<file path="config.mk">
export PLATFORM = sky130hd
export DESIGN_NAME = irq_vector_sequencer
export DESIGN_NICKNAME = d
export VERILOG_FILES = /design/src/rtl/irq_vec_pkg.sv /design/src/rtl/ack_timeout_ctr.sv /design/src/rtl/irq_vector_sequencer.sv
export SDC_FILE = /design/constraint.sdc
export NUM_CORES = 1
export LEC_CHECK = 0
export BUFFER_PORTS_ARGS = -buffer_cell sky130_fd_sc_hd__buf_4
export CAP_MARGIN = 10
export CORE_ASPECT_RATIO = 1.4
export CORE_MARGIN = 2
export CORE_UTILIZATION = 44
export DETAILED_ROUTE_END_ITERATION = 8
export PLACE_DENSITY_LB_ADDON = 0.25
export SLEW_MARGIN = 5
export SYNTH_ARGS = -nofsm -noshare
export SYNTH_HDL_FRONTEND = slang
export SYNTH_SLANG_ARGS = --single-unit
export TNS_END_PERCENT = 30
</file>
<file path="constraint.sdc">
create_clock -name clk -period 2.3 [get_ports clk]
set_clock_uncertainty 0.05 [all_clocks]
set_input_delay 0.345 -clock clk [delete_from_list [all_inputs] [get_ports clk]]
set_output_delay 0.345 -clock clk [all_outputs]
set_load 0.02 [all_outputs]
</file>
<file path="src/rtl/irq_vec_pkg.sv">
// Shared types and constants for the mode-2 interrupt-acknowledge vector sequencer.
package irq_vec_pkg;

    localparam int unsigned VEC_W = 8;

    typedef enum logic [1:0] {
        IDLE,
        SETTLE,
        WAIT_SLOT,
        DRIVE
    } state_e;

    localparam logic [1:0] ERR_NONE       = 2'b00;
    localparam logic [1:0] ERR_UNRESOLVED = 2'b01;
    localparam logic [1:0] ERR_TIMEOUT    = 2'b10;

    function automatic logic [7:0] sat_inc(input logic [7:0] v);
        return (v == 8'hFF) ? v : v + 8'd1;
    endfunction

endpackage

</file>
<file path="src/rtl/ack_timeout_ctr.sv">
// Cycle counter with synchronous clear and enable; tc flags that the next enabled edge
// is the LIMIT-th one since the last clear.
module ack_timeout_ctr #(
    parameter int unsigned LIMIT = 16
) (
    input  logic clk,
    input  logic rst,
    input  logic load,
    input  logic en,
    output logic tc
);

    localparam int unsigned CNT_W = (LIMIT > 1) ? $clog2(LIMIT) : 1;

    logic [CNT_W-1:0] cnt_q;

    assign tc = (cnt_q == CNT_W'(LIMIT - 1));

    always_ff @(posedge clk or posedge rst) begin
        if (rst) begin
            cnt_q <= '0;
        end else if (load) begin
            cnt_q <= '0;
        end else if (en && !tc) begin
            cnt_q <= cnt_q + 1'b1;
        end
    end

endmodule

</file>
<file path="src/rtl/irq_vector_sequencer.sv">
// Mode-2 interrupt-acknowledge vector sequencer: stalls the CPU, waits for the owning slot's
// vector (or falls back to a per-channel default) and reports errors.
module irq_vector_sequencer
    import irq_vec_pkg::*;
#(
    parameter int unsigned NUM_IRQ_SLOTS  = 4,
    parameter int unsigned SETTLE_CYCLES  = 2,
    parameter int unsigned TIMEOUT_CYCLES = 16
) (
    input  logic                             clk,
    input  logic                             rst,
    input  logic                             ack_cycle,
    input  logic                             ack_chan,
    input  logic [2:0]                       ack_slot,
    input  logic                             ack_slot_valid,
    input  logic [NUM_IRQ_SLOTS-1:0]         slot_vec_rdy,
    input  logic [NUM_IRQ_SLOTS*VEC_W-1:0]   slot_vec_data,
    input  logic [VEC_W-1:0]                 dflt_vec0,
    input  logic [VEC_W-1:0]                 dflt_vec1,
    output logic                             cpu_wait_n,
    output logic [VEC_W-1:0]                 cpu_vec,
    output logic                             cpu_vec_oe,
    output logic                             ack_err,
    output logic [1:0]                       err_code,
    output logic [7:0]                       err_count
);

    state_e           state_q;
    logic             chan_q;
    logic [2:0]       slot_q;
    logic [3:0]       prev_q;

    logic [3:0]       sample;
    logic             match;
    logic             in_settle;
    logic             in_wait;
    logic             slot_ok;
    logic             settle_tc;
    logic             to_tc;
    logic             settle_done;
    logic             timeout;
    logic             fallback;
    logic [1:0]       fb_code;
    logic             sel_rdy;
    logic [VEC_W-1:0] sel_data;
    logic [VEC_W-1:0] dflt_vec;

    assign sample    = {ack_slot_valid, ack_slot};
    assign match     = (sample == prev_q);
    assign in_settle = (state_q == SETTLE);
    assign in_wait   = (state_q == WAIT_SLOT);
    // Out-of-range slot numbers have no vector source, so they count as unresolved.
    assign slot_ok   = ack_slot_valid && (32'(ack_slot) < NUM_IRQ_SLOTS);
    assign dflt_vec  = chan_q ? dflt_vec1 : dflt_vec0;

    // Resolver outputs are sampled every edge; SETTLE compares against the previous one.
    always_ff @(posedge clk or posedge rst) begin
        if (rst) begin
            prev_q <= '0;
        end else begin
            prev_q <= sample;
        end
    end

    ack_timeout_ctr #(
        .LIMIT (SETTLE_CYCLES)
    ) u_settle_ctr (
        .clk  (clk),
        .rst  (rst),
        .load ((state_q == IDLE) || (in_settle && !match)),
        .en   (in_settle && match),
        .tc   (settle_tc)
    );

    ack_timeout_ctr #(
        .LIMIT (TIMEOUT_CYCLES)
    ) u_timeout_ctr (
        .clk  (clk),
        .rst  (rst),
        .load (state_q == IDLE),
        .en   (in_settle || in_wait),
        .tc   (to_tc)
    );

    assign settle_done = in_settle && match && settle_tc;
    assign timeout     = (in_settle || in_wait) && to_tc;
    assign fallback    = timeout || (settle_done && !slot_ok);
    assign fb_code     = timeout ? ERR_TIMEOUT : ERR_UNRESOLVED;

    always_comb begin
        sel_rdy  = 1'b0;
        sel_data = '0;
        for (int s = 0; s < NUM_IRQ_SLOTS; s++) begin
            if (int'(slot_q) == s) begin
                sel_rdy  = slot_vec_rdy[s];
                sel_data = slot_vec_data[s*VEC_W +: VEC_W];
            end
        end
    end

    always_ff @(posedge clk or posedge rst) begin
        if (rst) begin
            state_q    <= IDLE;
            chan_q     <= 1'b0;
            slot_q     <= '0;
            cpu_wait_n <= 1'b1;
            cpu_vec    <= '0;
            cpu_vec_oe <= 1'b0;
            ack_err    <= 1'b0;
            err_code   <= ERR_NONE;
            err_count  <= '0;
        end else begin
            ack_err <= 1'b0;
            unique case (state_q)
                IDLE: begin
                    if (ack_cycle) begin
                        state_q    <= SETTLE;
                        chan_q     <= ack_chan;
                        cpu_wait_n <= 1'b0;
                    end
                end
                SETTLE, WAIT_SLOT: begin
                    // Abort beats timeout, which beats any same-edge decision or rdy.
                    if (!ack_cycle) begin
                        state_q    <= IDLE;
                        cpu_wait_n <= 1'b1;
                        cpu_vec_oe <= 1'b0;
                    end else if (fallback) begin
                        state_q    <= DRIVE;
                        cpu_vec    <= dflt_vec;
                        cpu_vec_oe <= 1'b1;
                        cpu_wait_n <= 1'b1;
                        ack_err    <= 1'b1;
                        err_code   <= fb_code;
                        err_count  <= sat_inc(err_count);
                    end else if (settle_done) begin
                        state_q <= WAIT_SLOT;
                        slot_q  <= ack_slot;
                    end else if (in_wait && sel_rdy) begin
                        state_q    <= DRIVE;
                        cpu_vec    <= sel_data;
                        cpu_vec_oe <= 1'b1;
                        cpu_wait_n <= 1'b1;
                    end
                end
                DRIVE: begin
                    if (!ack_cycle) begin
                        state_q    <= IDLE;
                        cpu_vec_oe <= 1'b0;
                        cpu_wait_n <= 1'b1;
                    end
                end
                default: state_q <= IDLE;
            endcase
        end
    end

endmodule

</file>
==> flow_metrics.tcl, run 1 <==
set metrics [dict create \
    run_status "finished, final reports clean" \
    grt_pass1_wl_um 8360 \
    wl_met3_um 235 \
    finalCriticalPeriod_ns 2.08 \
    area_growth_pct 38.1 \
    routed_wl_um 5100 \
    routed-wl-met2_um 2780 \
    fmax_mhz 481 \
    worstPathMaxFanout 7 \
    cts_tree "done" \
    synth_enable_flop_cells 0 \
    hold_class "primary input to async pin" \
    drc 0 \
    cp.arrival_ns 2.19 \
    clock_sinks 36 \
    cellLeakagePower_nw 1.42 \
    synth.top_cells.by_area "dfrtp_1 42%, mux4_2 9.6%, ha_1 4.2%" \
    final_nets 337 \
    grt_pass1_vias 1751 \
    finalMaxSlewViolations 0 \
    vias 1753 \
    cts_made_buffers 5 \
    cpMaxStageDelayCell "and2_0" \
    avgRoutedWirePerCell_um 15.3 \
    rows 29 \
    postRouteAntennaNets 0 \
    maxCapViolCount 0 \
    critPathMaxStageDelay_ns 0.42 \
    fillCellCount 403 \
    tightest_slew_ns 0.468 \
    synth_cell_types 50 \
    met1_length_um 2010 \
    async_reset_ff_share_pct 100 \
    layout-drive-gt1-share_pct 45.0 \
    placed_cells 325 \
    cts.clk_slew.worst_paths_ns 0.07 \
    clockBufferDepth 2 \
    grt_usage_pct 20.1 \
    numPortBuffers 80 \
    slew_headroom_pct 68.8 \
    dieArea_um2 5360 \
    cp_data_required_time_ns 2.41 \
    fin_crit_sh_pct 90.3 \
    initial_utilization_pct 46.0 \
    startpoint "state_q[1]" \
    synth_seq_cells 36 \
    core_um2 4570 \
    synth_top_area_share_pct 41.6 \
    antennaDiodeCount 0 \
    worstSetupPathType "flop to flop" \
    worstSkewPairLatency_ns 0.29 \
    yosys-top-cells-count "35 x dfrtp_1, 19 x nor2_1, 12 x nand2_1" \
    grt_overflow 0 \
    post_drt_via_cell_ratio 5.26 \
    crit_chain "inv_1 -> ha_1 -> and3_1 -> and2_0 -> a31oi_1 -> o41a_1" \
    netlist_area_um2 2100 \
    maxUsedRoutingLayer "met4" \
    yosysSeqAreaShare_pct 42.9 \
    rsz0062_at_grt "no" \
    hold_viol_final 0 \
    die_y_um 85.8 \
    power_density_nw_per_um2 636 \
    root_buffer "clkbuf_8" \
    end_kind "flop" \
    path_buf_inv 1 \
    htreeDepth 2 \
    r2r-start "state_q[1]" \
    num_io_pins 81 \
    synth.most_common_cell "dfrtp_1" \
    finalSetupViolCount 0 \
    synth_ff_type "dfrtp_1" \
    syn_nets 248 \
    grt_start_max_net_pins 37 \
    drt-initial-drc-count 101 \
    hpwlAfterDp_um 4060 \
    rrSetupSlack_ns 0.22 \
    cpLargestDelayFamily "simple AND/OR/NAND/NOR gates" \
    yosys_warnings 0 \
    cp-start-kind "flop" \
    holdWs_ns 0.103 \
    syn_avg_cell_area_um2 11.6 \
    fin_cells 333 \
    ctsHoldBuffers 0 \
    syn_inst 181 \
    antenna_found_initial 0 \
    chipWidth_um 62.4 \
    drt-pass1-iter-count 4 \
    synth_top_area_cell "dfrtp_1" \
    vdd_drop_max_uv 370 \
    finalSetupTns_ns 0 \
    routabilityCongestion 0.830 \
]
-- sequential cells by signal (all words and copies together), names as in the netlist --
signal	cells
ack_err	1
state_q	2
cpu_wait_n	1
cpu_vec_oe	1
u_timeout_ctr.cnt_q	4
cpu_vec	8
err_count	8
prev_q	4
u_settle_ctr.tc	1
slot_q	3
err_code	2
chan_q	1
-- kinds of logic after synthesis --
logic type	share of synthesized area, %
compound gates	13.7
simple gates	15.4
flops	42.9
buf+inv	2.74
xor+xnor	3.75
mux	17.4
fa+ha+maj	4.16
-- cells in the final DEF (no fill, tap or decap), types with 2 or more instances in the layout --
master	instances
and3_1	2
nor2_1	19
a31oi_1	3
a21oi_1	5
inv_1	6
nand2_1	12
a41oi_1	2
xor2_1	5
mux2_2	6
nand3_1	6
and2_1	4
nor2b_1	2
dfrtp_1	35
ha_1	7
nor3_4	2
clkbuf_8	6
mux2i_1	8
clkbuf_1	2
xnor2_1	4
buf_4	87
o21ai_0	2
mux4_2	9
nand4_1	5
a221o_1	8
-- worst paths after layout --
kind                                     end  cells after the start
worst max register to register    state_q[0]                      6
worst min register to register     slot_q[2]                      1
worst min-delay path            err_count[1]                      3
worst max-delay path              state_q[0]                      6
max in group asynchronous         cpu_wait_n                      3
min in group clk                   prev_q[1]                      1
-- cell type report --
cell class	count	area, µm²	share of cell area [%]
multi-input cells	133	1150	39.6
flip-flops and latches	36	902	31.1
repair buffers	87	653	22.5
clock buffers	8	90.1	3.10
well taps	62	77.6	2.67
inverters	7	31.3	1.08
-- through the flow --
step / setup slack (ns) / cell area [µm²] / total power, mW / util (%)
global placement: 0.266 / 2810 / 1.39 / 61.4
global route: 0.0544 / 2900 / 1.97 / 63.5
finish: 0.222 / 2900 / 1.85 / 63.5
detailed placement: 0.175 / 2810 / 1.40 / 61.4
CTS: 0.167 / 2900 / 1.86 / 63.4
floorplan: 0.159 / 2100 / 1.18 / -
-- tightest hold or removal path, cell delays in order --
cell and delay [ns]:
buf_4 0.11, inv_1 0.04, buf_4 0.39
-- where the power goes --
part	leakage [nW]	switching (mW)	internal, mW	total (mW)
clock network	0.0455	0.219	0.244	0.463
registers	0.480	0.0934	0.715	0.808
logic	0.896	0.280	0.298	0.578
-- per-layer routing --
metal	track usage, %	vias to the layer above
met1	23.8	840
met4	8.89	0
met2	34.3	50
met5	0	-
met3	5.51	9
li1	-	854
-- repair_timing --
action                                 4_1_cts  5_1_grt
setup endpoints to repair                    0        1
endpoints found under the hold margin        0        0
resized for setup                            0        1
buffers inserted                             0        0
Power figures use the tool's default switching activity.
==> run 2: changes to the inputs <==
Settings changed: CELL_PAD_IN_SITES_DETAIL_PLACEMENT from default to 0, CELL_PAD_IN_SITES_GLOBAL_PLACEMENT from default to 2, CORE_UTILIZATION 44 to 27.
==> run 2 against run 1 <==
Die area is 59% higher. Count of clock-buffer cells in the layout decreased by 2. Non-clock buffer count increased by 2. Register-to-register slack worse by 0.02 ns. Clock power fell by 8.9%. Via count is 2.1% higher. Sequential power is essentially flat. Fmax is 1.1% lower. First-iteration DRC count down 32%. Critical path type unchanged. Critical endpoint is now cpu_vec[4]. Highest routed layer unchanged.
==> flow_metrics.tcl, run 2 (synthesis gave the netlist of run 1 again) <==
set metrics [dict create \
    fillCellCount 757 \
    grt_usage_pct 13.9 \
    postCtsSetupRepairBufs 0 \
    final_nets 339 \
    grt_pass1_vias 1848 \
    rows 38 \
    avgRoutedWirePerCell_um 15.4 \
    die_y_um 108 \
    end_kind "flop" \
    final_common_cell "buf_4" \
    routabilityCongestion 0.749 \
    layout-drive-gt1-share_pct 45.6 \
    cts_tree "done" \
    cellLeakagePower_nw 1.43 \
    ff_latch_area_um2 902 \
    multi_input_area_um2 1140 \
    tightest_slew_ns 0.481 \
    clockBufferDepth 2 \
    vias 1790 \
    layout_common_cells "89 x buf_4, 35 x dfrtp_1, 19 x nor2_1, 12 x nand2_1, 9 x mux4_2" \
    worstPathMaxFanout 10 \
    vdd_drop_max_uv 246 \
    numPortBuffers 80 \
    reg.largest.list "cpu_vec x8, err_count x8" \
    post_cts_resized 0 \
    clock_sinks 36 \
    post_drt_via_cell_ratio 4.81 \
    drt-pass1-iter-count 4 \
    cts_made_buffers 5 \
    hpwlAfterDp_um 4490 \
    rsz0062_at_grt "no" \
    critPathMaxStageDelay_ns 0.39 \
    finalMaxSlewViolations 0 \
    run_status "finished, final reports clean" \
    cp_data_required_time_ns 2.42 \
    place_area_um2 2870 \
    hold_class "primary input to async pin" \
    crit_chain "inv_1 -> ha_1 -> nand2_1 -> nor2_1 -> a41oi_4 -> inv_6 -> a21oi_4 -> a221o_1" \
    cpLargestDelayFamily "compound AO/OA/AOI/OAI gates" \
    grt_start_max_net_pins 37 \
    power_density_nw_per_um2 614 \
    cp.arrival_ns 2.22 \
    ctsHoldBuffers 0 \
    htreeDepth 2 \
    core_um2 7650 \
    num_io_pins 81 \
    finalSetupTns_ns 0 \
    chipWidth_um 78.6 \
    postRouteAntennaNets 0 \
    grt_overflow 0 \
    hold_viol_final 0 \
    fin_area_um2 2950 \
    antenna_found_initial 0 \
    drt-initial-drc-count 69 \
    cp-start-kind "flop" \
    antennaDiodeCount 0 \
    initial_utilization_pct 27.5 \
    grt_pass1_wl_um 9120 \
    slew_headroom_pct 67.9 \
    root_buffer "clkbuf_8" \
    area_growth_pct 40.2 \
    routed_wl_um 5720 \
    cpMaxStageDelayCell "dfrtp_1" \
    fmax_mhz 476 \
    finalSetupViolCount 0 \
    worstSkewPairLatency_ns 0.28 \
    path_buf_inv 2 \
    finalCriticalPeriod_ns 2.10 \
    worstSetupPathType "flop to flop" \
    cts.clk_slew.worst_paths_ns 0.07 \
    drc 0 \
    maxCapViolCount 0 \
    fin_crit_sh_pct 91.3 \
    dieArea_um2 8520 \
    post-route-util_pct 38.5 \
    totalPowerFinal_mw 1.81 \
]
-- run 2: cell count changes in the layout (fill, tap and decap cells not counted), sizes merged --
| cell | change |
|---|---|
| buf | +2 |
| clkbuf | -2 |
| clkinv | +1 |
-- run 2: layout make-up --
type,count,area share (%)
inverters,7,1.06
flip-flops and latches,36,30.6
clock inverters,1,0.170
repair buffers,89,22.7
clock buffers,6,2.46
well taps,100,4.24
multi-input cells,133,38.8
-- run 2: path summary, 6_finish.rpt --
path / from / to / slack [ns] / cells after the start
hold reg to reg: err_count[5] / err_count[5] / 0.45 / 1
setup / recovery: state_q[1] / cpu_vec[4] / 0.20 / 8
setup reg to reg: state_q[1] / cpu_vec[4] / 0.20 / 8
max in group asynchronous: rst / cpu_wait_n / 1.74 / 3
min in group clk: ack_slot[0] / prev_q[0] / 0.14 / 1
hold / removal: rst / err_count[5] / 0.12 / 3
-- run 2: per-layer routing --
metal  track usage [%]  share of wire [%]  up-vias
li1                  -                  -      857
met1              16.3                 39      889
met2              25.2                 55       38
met3              2.50                3.6        6
met4              5.26                1.6        0
met5                 0                  0        -
-- run 2: power breakdown --
part | leakage (nW) | total [mW] | internal [mW] | switching (mW)
registers | 0.480 | 0.805 | 0.714 | 0.0904
clock network | 0.0410 | 0.422 | 0.206 | 0.216
logic | 0.909 | 0.583 | 0.298 | 0.285
-- run 2: worst register-to-register path: cells and delay by family (launching register included) --
| family | cells | cell delay (ns) |
|---|---|---|
| fa+ha+maj | 1 | 0.34 |
| simple gates | 2 | 0.36 |
| compound gates | 3 | 0.62 |
| flops | 1 | 0.39 |
| buf+inv | 2 | 0.23 |
-- run 2: per-stage QoR --
| step | instances | hold WS, ns | setup WS, ns |
|---|---|---|---|
| after floorplan | 181 | 0.326 | 0.159 |
| after CTS | 372 | 0.129 | 0.192 |
| after global placement | 365 | 0.433 | 0.250 |
| final | 372 | 0.120 | 0.199 |
| after global routing | 372 | 0.132 | 0.0550 |
| after detailed placement | 365 | 0.437 | 0.199 |
==> run 3: changes to the inputs <==
Settings changed: RECOVER_POWER from default to 50.
==> run 3 against run 2 <==
Sequential power about the same. Cell count unchanged. Power decreased by 0.85%. Fmax about the same. Critical path type unchanged. Largest cell class unchanged. Highest routed layer unchanged.
==> flow_metrics.tcl, run 3 (synthesis gave the netlist of run 1 again) <==
set metrics [dict create \
    run_status "finished, final reports clean" \
    post_drt_via_cell_ratio 4.82 \
    critPathMaxStageDelay_ns 0.39 \
    fin_crit_sh_pct 91.3 \
    reg.largest.list "cpu_vec x8, err_count x8" \
    layout_common_cells "77 x buf_4, 35 x dfrtp_1, 19 x nor2_1, 12 x nand2_1, 11 x clkbuf_1" \
    initial_utilization_pct 27.5 \
    post_cts_resized 0 \
    rows 38 \
    grt_start_max_net_pins 37 \
    avgRoutedWirePerCell_um 15.3 \
    finalSetupTns_ns 0 \
    grt_overflow 0 \
    htreeDepth 2 \
    root_buffer "clkbuf_8" \
    worstPathMaxFanout 10 \
    cp-start-kind "flop" \
    grt_pass1_wl_um 9120 \
    antennaDiodeCount 0 \
    final_nets 339 \
    power_density_nw_per_um2 617 \
    drt-initial-drc-count 67 \
    finalSetupViolCount 0 \
    tightest_slew_ns 0.912 \
    postRouteAntennaNets 0 \
    drc 0 \
    numPortBuffers 80 \
    routabilityCongestion 0.749 \
    num_io_pins 81 \
    crit_chain "inv_1 -> ha_1 -> nand2_1 -> nor2_1 -> a41oi_4 -> inv_6 -> a21oi_4 -> a221o_1" \
    dieArea_um2 8520 \
    final_common_cell "buf_4" \
    ctsHoldBuffers 0 \
    ff_latch_area_um2 902 \
    rsz0062_at_grt "no" \
    multi_input_area_um2 1140 \
    layout-drive-gt1-share_pct 41.9 \
    slew_headroom_pct 39.2 \
    finalMaxSlewViolations 0 \
    antenna_found_initial 0 \
    cellLeakagePower_nw 1.39 \
    cp_data_required_time_ns 2.42 \
    cts_tree "done" \
    chipWidth_um 78.6 \
    worstSkewPairLatency_ns 0.28 \
    die_y_um 108 \
    routed_wl_um 5700 \
    cts.clk_slew.worst_paths_ns 0.07 \
    cp.arrival_ns 2.22 \
    fmax_mhz 476 \
    core_um2 7650 \
    end_kind "flop" \
    post-route-util_pct 38.0 \
    fillCellCount 764 \
    grt_pass1_vias 1848 \
    hpwlAfterDp_um 4490 \
    cpMaxStageDelayCell "dfrtp_1" \
    grt_usage_pct 13.9 \
    area_growth_pct 38.3 \
    hold_viol_final 0 \
    clock_sinks 36 \
    cts_made_buffers 5 \
    vias 1793 \
    hold_class "primary input to flop" \
    vdd_drop_max_uv 245 \
    maxCapViolCount 0 \
    postCtsSetupRepairBufs 0 \
    drt-pass1-iter-count 4 \
    clockBufferDepth 2 \
    finalCriticalPeriod_ns 2.10 \
    worstSetupPathType "flop to flop" \
]
==> run 3: report_power, final <==
part,internal (mW),switching (mW)
clock network,0.206,0.216
registers,0.714,0.0896
logic,0.284,0.285
total,1.20,0.590
==> run 3: worst paths after layout <==
path / start / end / slack (ns) / cells after the start
setup reg to reg: state_q[1] / cpu_vec[4] / 0.20 / 8
hold reg to reg: err_count[5] / err_count[5] / 0.45 / 1
min in group asynchronous: rst / err_count[1] / 0.29 / 3
max in group asynchronous: rst / cpu_vec[2] / 1.34 / 3
hold / removal: ack_slot[0] / prev_q[0] / 0.18 / 1
setup / recovery: state_q[1] / cpu_vec[4] / 0.20 / 8
==> run 3: layout make-up <==
class	instances	share of cell area, %
multi-input combinational	133	39.3
inverter	7	1.08
clock buffer	6	2.50
tap	100	4.30
timing repair buffer	89	21.6
clock inverter	1	0.172
sequential	36	31.0
==> run 3: metrics by stage <==
stage | power [mW] | hold slack, ns | setup slack [ns] | instance area, µm² | instances
final | 1.79 | 0.178 | 0.200 | 2910 | 372
after global placement | 1.41 | 0.433 | 0.250 | 2870 | 365
after detailed placement | 1.41 | 0.437 | 0.199 | 2870 | 365
after global routing | 1.92 | 0.177 | 0.0550 | 2910 | 372
after floorplan | 1.18 | 0.326 | 0.159 | 2100 | 181
after CTS | 1.84 | 0.129 | 0.192 | 2950 | 372
==> run 3: per-layer routing <==
metal / track usage (%) / routed length (µm) / vias to the layer above / share of wire, %
met5: 0 / 0 / - / 0
met4: 5.26 / 89 / 0 / 1.6
met3: 2.50 / 198 / 6 / 3.5
met2: 25.2 / 3170 / 40 / 56
met1: 16.3 / 2250 / 888 / 39
li1: - / - / 859 / -
==> run 3: worst max-delay path: cells and delay by family, from the launching register on <==
family          cells  cell delay, ns
fa+ha+maj           1            0.34
compound gates      3            0.61
buf+inv             2            0.23
simple gates        2            0.36
flops               1            0.39
